**src/rtl/key_debounce.sv**
```systemverilog
// key_debounce: synchronizes and debounces NKEYS active-low push-buttons.
// Each key has an independent lane: a two-flop synchronizer, a debounce
// counter that accepts a level change after DB_CYCLES consecutive mismatching
// samples, and registered one-cycle press / release pulses.
//
// Optional feature, macro KEY_DEBOUNCE_REPEAT_EN: when defined, every lane also
// gets an auto-repeat state machine. It emits extra press pulses while a key is
// held and drives held during the repeat phase. When undefined, held is tied to
// 0 and REPEAT_DELAY / REPEAT_RATE are only range-checked.
//
// The release pulse port is named release_pulse because `release` is a
// reserved word in SystemVerilog.
//
// Lane state machine (KEY_DEBOUNCE_REPEAT_EN only):
//   state    | meaning
//   ---------+-------------------------------------------------------------
//   S_IDLE   | key released, or level not yet accepted; no repeat activity
//   S_DELAY  | key accepted; counting REPEAT_DELAY cycles to first repeat
//   S_REPEAT | key still held; press pulse every REPEAT_RATE cycles, held=1

module key_debounce #(
  parameter int NKEYS        = 4,
  parameter int DB_CYCLES    = 16,
  parameter int REPEAT_DELAY = 500,
  parameter int REPEAT_RATE  = 100
) (
  input  logic             clk,
  input  logic             reset_n,
  input  logic [NKEYS-1:0] key_n,
  output logic [NKEYS-1:0] level,
  output logic [NKEYS-1:0] press,
  output logic [NKEYS-1:0] release_pulse,
  output logic [NKEYS-1:0] held
);

  localparam int              DB_W    = $clog2(DB_CYCLES);
  localparam logic [DB_W-1:0] DB_LAST = DB_W'(DB_CYCLES - 1);

  // Reject parameter values the counters cannot represent sensibly.
  if (DB_CYCLES < 2) begin : g_bad_db_cycles
    $error("key_debounce: DB_CYCLES must be at least 2");
  end
  if (REPEAT_DELAY < 2) begin : g_bad_repeat_delay
    $error("key_debounce: REPEAT_DELAY must be at least 2");
  end
  if (REPEAT_RATE < 2) begin : g_bad_repeat_rate
    $error("key_debounce: REPEAT_RATE must be at least 2");
  end

`ifdef KEY_DEBOUNCE_REPEAT_EN
  localparam int RPT_MAX = (REPEAT_DELAY > REPEAT_RATE) ? REPEAT_DELAY : REPEAT_RATE;
  localparam int RPT_W   = $clog2(RPT_MAX);
  localparam logic [RPT_W-1:0] DELAY_LAST = RPT_W'(REPEAT_DELAY - 1);
  localparam logic [RPT_W-1:0] RATE_LAST  = RPT_W'(REPEAT_RATE - 1);

  typedef enum logic [1:0] {
    S_IDLE   = 2'd0,
    S_DELAY  = 2'd1,
    S_REPEAT = 2'd2
  } lane_state_t;
`endif

  for (genvar k = 0; k < NKEYS; k++) begin : g_lane
    logic            sync1;
    logic            sync2;
    logic            level_q;
    logic            press_q;
    logic            release_q;
    logic            held_q;
    logic [DB_W-1:0] db_cnt;
    logic            db_mismatch;
    logic            db_accept;
    logic            db_rise;
    logic            db_fall;

    // An accepted change happens on the edge where the counter is terminal
    // and the synchronized input still disagrees with the current level.
    assign db_mismatch = sync2 ^ level_q;
    assign db_accept   = db_mismatch && (db_cnt == DB_LAST);
    assign db_rise     = db_accept && !level_q;
    assign db_fall     = db_accept && level_q;

    // Two-flop synchronizer; inverts so sync2 is high while pressed.
    always_ff @(posedge clk or negedge reset_n) begin
      if (!reset_n) begin
        sync1 <= 1'b0;
        sync2 <= 1'b0;
      end else begin
        sync1 <= ~key_n[k];
        sync2 <= sync1;
      end
    end

    // Debounce counter: counts consecutive mismatches, toggles level at terminal count.
    always_ff @(posedge clk or negedge reset_n) begin
      if (!reset_n) begin
        db_cnt  <= '0;
        level_q <= 1'b0;
      end else if (!db_mismatch) begin
        db_cnt <= '0;
      end else if (db_accept) begin
        db_cnt  <= '0;
        level_q <= ~level_q;
      end else begin
        db_cnt <= db_cnt + 1'b1;
      end
    end

`ifdef KEY_DEBOUNCE_REPEAT_EN
    lane_state_t      state;
    logic [RPT_W-1:0] rpt_cnt;

    // Lane FSM with registered press/release/held; a fall overrides any repeat.
    always_ff @(posedge clk or negedge reset_n) begin
      if (!reset_n) begin
        state     <= S_IDLE;
        rpt_cnt   <= '0;
        press_q   <= 1'b0;
        release_q <= 1'b0;
        held_q    <= 1'b0;
      end else begin
        press_q   <= db_rise;
        release_q <= db_fall;
        if (db_fall) begin
          state   <= S_IDLE;
          rpt_cnt <= '0;
          held_q  <= 1'b0;
        end else begin
          case (state)
            S_IDLE: begin
              held_q <= 1'b0;
              if (db_rise) begin
                state   <= S_DELAY;
                rpt_cnt <= '0;
              end
            end
            S_DELAY: begin
              if (rpt_cnt == DELAY_LAST) begin
                press_q <= 1'b1;
                rpt_cnt <= '0;
                state   <= S_REPEAT;
                held_q  <= 1'b1;
              end else begin
                rpt_cnt <= rpt_cnt + 1'b1;
              end
            end
            S_REPEAT: begin
              if (rpt_cnt == RATE_LAST) begin
                press_q <= 1'b1;
                rpt_cnt <= '0;
              end else begin
                rpt_cnt <= rpt_cnt + 1'b1;
              end
            end
            default: begin
              state   <= S_IDLE;
              rpt_cnt <= '0;
              held_q  <= 1'b0;
            end
          endcase
        end
      end
    end
`else
    // Single press pulse per accepted press, single release pulse per release.
    always_ff @(posedge clk or negedge reset_n) begin
      if (!reset_n) begin
        press_q   <= 1'b0;
        release_q <= 1'b0;
      end else begin
        press_q   <= db_rise;
        release_q <= db_fall;
      end
    end

    assign held_q = 1'b0;
`endif

    assign level[k]         = level_q;
    assign press[k]         = press_q;
    assign release_pulse[k] = release_q;
    assign held[k]          = held_q;
  end

endmodule

```
**config.mk**
```make
export PLATFORM = sky130hd
export DESIGN_NAME = key_debounce
export DESIGN_NICKNAME = d
export VERILOG_FILES = /design/src/rtl/key_debounce.sv
export SDC_FILE = /design/constraint.sdc
export NUM_CORES = 1
export LEC_CHECK = 0
export CORE_UTILIZATION = 54
export DETAILED_ROUTE_END_ITERATION = 10
export PLACE_DENSITY_LB_ADDON = 0.08
export SYNTH_ARGS = -nofsm -noshare
export SYNTH_HDL_FRONTEND = slang
export SYNTH_SLANG_ARGS = --single-unit
```
**constraint.sdc**
```tcl
create_clock -name clk -period 2.07 [get_ports clk]
set_input_delay 0.414 -clock clk [delete_from_list [all_inputs] [get_ports clk]]
set_output_delay 0.414 -clock clk [all_outputs]
set_load 0.005 [all_outputs]
```
==> metrics.txt, run 1 <==
status complete, no violations; clock latency on the worst-skew pair between 0.3 and 0.4 ns; Crit. End Element output port; Post-route DRC 0; clock group share of total power about two fifths; post-route ant nets 0; ys flop type dfrtp_1; Worst path top cell family by delay buffers and inverters; Non-Filler Instances 160; clk sinks 36; clock root cell clkbuf_4; HPWL after detailed placement roughly 1400 um; Starting Density between 50% and 60%; GRT overflow 0; Mean Syn Cell Area ~13 um2; Async SR Flop Fraction 100%; TritonCTS clock tree done; post-synthesis sequential area ratio approximately 60%; Seq pwr share 55.1%; count leader, synth dfrtp_1; reg2reg start g_lane[3].db_cnt[0]; switching portion of total power 20.7%; largest net degree at the start of global routing 37; CTS Buffer Depth 2; Worst Hold Class reg2reg; gr usage total ~16%; Synth Register Bits 36; Buf/Inv on CP 1; Worst Path Required approximately 1.7 ns; Psw roughly 280 uW; crit-path cells clkdlybuf4s50_1; R2R Setup Slk between 0.8 and 0.9 ns; first-pass GRT wire length slightly above 3000 um; fin. max-slew vios 0; Final Hold Fails 0; Synth top area share between 50% and 60%; Post-CTS Setup Bufs 0; final setup skew around 0.015 ns; fin crit share roughly 83%; Gate power share approximately 5.5%; reg-to-reg endpoint g_lane[3].level_q; CTS buffer count 5; TNS Setup 0 ns; site row count 18; number of synthesized flops with an enable pin 0; vias per inst roughly 5.2; Crit Path Class reg2out; Iteration-0 DRC Markers 10; Synth-to-Final Area Change 13.3%; post-route minimum period between 1.5 and 2 ns; Cells after Synth around 120; Core Region between 2000 and 3000 um2; max_cap viols 0; slowest stage cell, crit path clkdlybuf4s50_1; # setup viols final 0; Setup crit start kind flop; clock transition at the registers of the reported paths 0.11 ns; Worst Path Max Fanout 5; number of synthesis warnings 0; hold_sp g_lane[3].sync1; max incr delay on CP 0.53 ns; Final #Nets between 100 and 150; layout cells sized above 1 14.6%; P per Cell Area ~800 nW/um2; Leakage Power between 0.0007 and 0.0008 uW; Yosys cell types 15; IO buf count 17; DR vias about 840; GPL Wtd Cong approximately 0.73; number of hold buffers added after CTS 0; Internal 1090 uW; Antenna Cells 0; cell depth of the worst hold path 0; RSZ-0062 raised after global routing false; routed wire length 1950 um; Die ar. approximately 3000 um2; vias in the first global route between 700 and 800; die height 54.9 um; Die X 54.9 um; Synth area leaders dfrtp_1 60%, buf_4 8.0%, nor3b_1 5.0%, xnor2_1 4.6%, mux2_4 4.0%; WP data arrival roughly 1.3 ns; FMAX 582 MHz; antenna violations before repair 0; synth cell count leaders 36 x dfrtp_1, 16 x buf_4, 10 x nor3b_1; io pins 22; cts repair resizes 0; Synth Cell Area about 1500 um2; dpl cells approximately 150; Peak VDD IR about 0.76 mV; Reg2Reg Depth 3; hold path endpoint g_lane[3].sync2; H-tree levels 2; first-pass detailed-route iteration total 4; routed len/inst between 10 and 15 um; largest area contributor in the netlist dfrtp_1
[per-layer routing]
metal	global-route usage, %	vias to the layer above	share of wire [%]
li1	-	398	-
met1	16.0	404	42
met2	25.9	27	50
met3	5.83	8	4.9
met4	12.8	0	3.1
met5	0	-	0
[power groups by stage]
stage	Sequential, uW	Combinational (uW)	Clock [uW]
final	755	74.7	540
after global routing	759	87.2	588
after CTS	755	77.4	559
after detailed placement	769	76.5	0
after global placement	766	72.7	0
after floorplan	763	49.5	0
[kinds of logic after synthesis]
logic type	Yosys count	share of synthesized area, %
AOI/OAI and AO/OA	12	3.98
xor gates and xnor gates	8	4.64
adders and majority gates	4	3.31
buffers and inverters	24	9.94
DFF	36	59.7
muxes	4	3.98
other	1	0.248
and+or+nand+nor	28	14.2
[cell usage in the layout, fill, tap and decap left out]
cell type        instances
a21oi_1                  8
buf_4                    1
bufinv_16                1
clkbuf_4                 5
clkbuf_8                 2
clkdlybuf4s50_1         17
conb_1                   4
dfrtp_1                 36
ha_1                     4
inv_1                    8
mux2_4                   4
nand3_2                  4
nand4b_1                 4
nor2_1                   4
nor2b_1                  4
nor3b_1                 10
nor3b_2                  2
o21ai_0                  4
xnor2_1                  8
[worst max path at each step]
| stage | endpoint | slack, ns | start | cells after the start |
|---|---|---|---|---|
| 2_1_floorplan | g_lane[2].level_q | 0.92 | g_lane[2].db_cnt[0] | 3 |
| 3_3_place_gp | level[3] | 0.75 | g_lane[3].level_q | 1 |
| 3_5_place_dp | level[0] | 0.73 | g_lane[0].level_q | 1 |
| 4_1_cts | level[0] | 0.34 | g_lane[0].level_q | 1 |
| 5_1_grt | level[0] | 0.29 | g_lane[0].level_q | 1 |
| 6_report | level[0] | 0.35 | g_lane[0].level_q | 1 |
[state kept, by name (all words and copies together) (netlist names)]
signal / cells
g_lane.release_q: 4
g_lane.sync2: 4
g_lane.level_q: 4
g_lane.press_q: 4
g_lane.sync1: 4
g_lane.db_cnt: 16
[per-stage QoR]
stage          cell area (um2)  total power (uW)  utilization (%)  worst slack [ns]  hold WS, ns
2_1_floorplan             1520               813                -             0.923        0.118
3_3_place_gp              1620               839             63.0             0.752        0.334
3_5_place_dp              1620               845             63.0             0.732        0.340
4_1_cts                   1710              1390             66.7             0.337        0.362
5_1_grt                   1710              1430             66.7             0.294        0.369
6_report                  1710              1370             66.7             0.353        0.359
[area by class of cell]
cell class / count / area, um2
Tap cell: 30 / 37.5
Clock inverter: 1 / 30.0
Timing Repair Buffer: 18 / 178
Sequential cell: 36 / 901
Inverter: 8 / 30.0
Multi-Input combinational cell: 60 / 470
Fill cell: 204 / 856
Clock buffer: 7 / 65.1
Power figures use the tool's default switching activity.
==> run 2: changes to the inputs <==
--- a/config.mk
+++ b/config.mk
@@ -5,7 +5,7 @@
 export SDC_FILE = /design/constraint.sdc
 export NUM_CORES = 1
 export LEC_CHECK = 0
-export CORE_UTILIZATION = 54
+export CORE_UTILIZATION = 47
 export DETAILED_ROUTE_END_ITERATION = 10
 export PLACE_DENSITY_LB_ADDON = 0.08
 export SYNTH_ARGS = -nofsm -noshare
==> constraint.sdc (replaced) <==
create_clock -name clk -period 1.5 [get_ports clk]
set_input_delay 0.3 -clock clk [delete_from_list [all_inputs] [get_ports clk]]
set_output_delay 0.3 -clock clk [all_outputs]
set_load 0.005 [all_outputs]
==> metrics.txt, run 2 (synthesis results as in run 1) <==
DR top layer met4; die height between 50 and 60 um; fin crit share approximately 86%; status complete, no violations; routed wire length around 2200 um; post-route minimum period about 1.3 ns; R2R Setup Slk 0.27 ns; io pins 22; Die ar. around 3400 um2; Buf/Inv on CP 1; layout cells sized above 1 ~16%; FMAX 771 MHz; vias in the first global route around 900; largest net degree at the start of global routing 37; Iteration-0 DRC Markers 24; DR vias approximately 840; WP data arrival 1.00 ns; Synth-to-Final Area Change 15.9%; Worst Hold Class in2async; Worst path top cell family by delay flip-flops; number of hold buffers added after CTS 0; CTS Buffer Depth 2; Setup crit start kind flop; Worst Path Max Fanout 2; Crit. End Element output port; filler cell count about 260; Crit Path Class reg2out; Antenna Cells 0; max reg flops 16; GRT overflow 0; number of cells on the critical path 1; CTS buffer count 5; Post-route DRC 0; max_cap viols 0; Most flops, register g_lane.db_cnt; Leakage Power roughly 0.00094 uW; critical path launch point g_lane[0].level_q; max incr delay on CP about 0.40 ns; vias per inst between 4 and 5; most frequent cells in the layout 36 x dfrtp_1, 10 x nor3b_1; reg2reg start g_lane[2].db_cnt[0]; Core Region around 3000 um2; first-pass detailed-route iteration total 4; antenna violations before repair 0; met3 WL between 90 and 100 um; area of the multi-input gates 470 um2; first-pass GRT wire length ~3700 um; slowest stage cell, crit path dfrtp_1; clk sinks 36; reg-to-reg endpoint g_lane[2].level_q; TritonCTS clock tree done; P per Cell Area a little under 1000 nW/um2; Worst Path Required around 1.2 ns; clock latency on the worst-skew pair roughly 0.33 ns; clock root cell clkbuf_4; routed len/inst between 10 and 15 um; Layout Utilization between 50% and 60%; crit path capture level[0]; dpl cells around 170; GPL Wtd Cong a little over 0.7; IO buf count 17; Reg2Reg Depth 3; HPWL after detailed placement between 1000 and 1500 um; most common cell after layout, fill and taps aside dfrtp_1; fin. max-slew vios 0; Peak VDD IR 0.511 mV; met1 WL roughly 940 um; site row count 20; clock transition at the registers of the reported paths 0.11 ns; Non-Filler Instances ~180; final setup skew around 0.0089 ns; post-route ant nets 0; Final #Nets between 100 and 150; Seq. cell area around 900 um2; Starting Density around half; # setup viols final 0; gr usage total between 10% and 20%; RSZ-0062 raised after global routing false; Final Hold Fails 0; crit-path cells dlygate4sd2_1; H-tree levels 2; TNS Setup 0 ns; Die X about 59 um; DR WL met2 1050 um
-- run 2: area by class of cell --
type                            count  share of cell area [%]
Sequential cell                    36                    51.5
Inverter                            8                    1.72
Clock buffer                        8                    3.36
Timing Repair Buffer               22                    13.4
Multi-Input combinational cell     60                    26.9
Tap cell                           44                    3.15
-- run 2: timing repair --
action	4_1_cts	5_1_grt
setup buffers	4	0
hold endpoints to repair	0	0
resized for setup	4	8
setup endpoints to repair	4	8
cloned	0	0
-- run 2: per-layer routing --
layer  vias to the layer above  track usage, %
li1                        403               -
met1                       407            16.0
met2                        18            25.9
met3                         8            6.81
met4                         0            9.86
met5                         -               0
-- run 2: worst min path at each step --
stage                    start                  end
3_3_place_gp   g_lane[2].sync1      g_lane[2].sync2
2_1_floorplan          reset_n  g_lane[0].db_cnt[0]
3_5_place_dp   g_lane[3].sync1      g_lane[3].sync2
6_report               reset_n      g_lane[2].sync2
5_1_grt                reset_n  g_lane[1].db_cnt[3]
4_1_cts                reset_n    g_lane[2].level_q
-- run 2: through the flow --
| stage | setup slack (ns) | total power (uW) | hold slack (ns) | cell area, um2 |
|---|---|---|---|---|
| 6_report | 0.203 | 1690 | 0.320 | 1750 |
| 3_5_place_dp | 0.278 | 1170 | 0.335 | 1650 |
| 5_1_grt | 0.139 | 1780 | 0.323 | 1750 |
| 2_1_floorplan | 0.353 | 1120 | 0.00441 | 1520 |
| 4_1_cts | 0.00964 | 1710 | 0.319 | 1730 |
| 3_3_place_gp | 0.296 | 1160 | 0.334 | 1650 |
-- run 2: report_power, final --
group	switching, uW	internal (uW)	total, uW
Combinational	52.5	54.3	107
Clock	304	231	536
Sequential	35.9	1010	1040
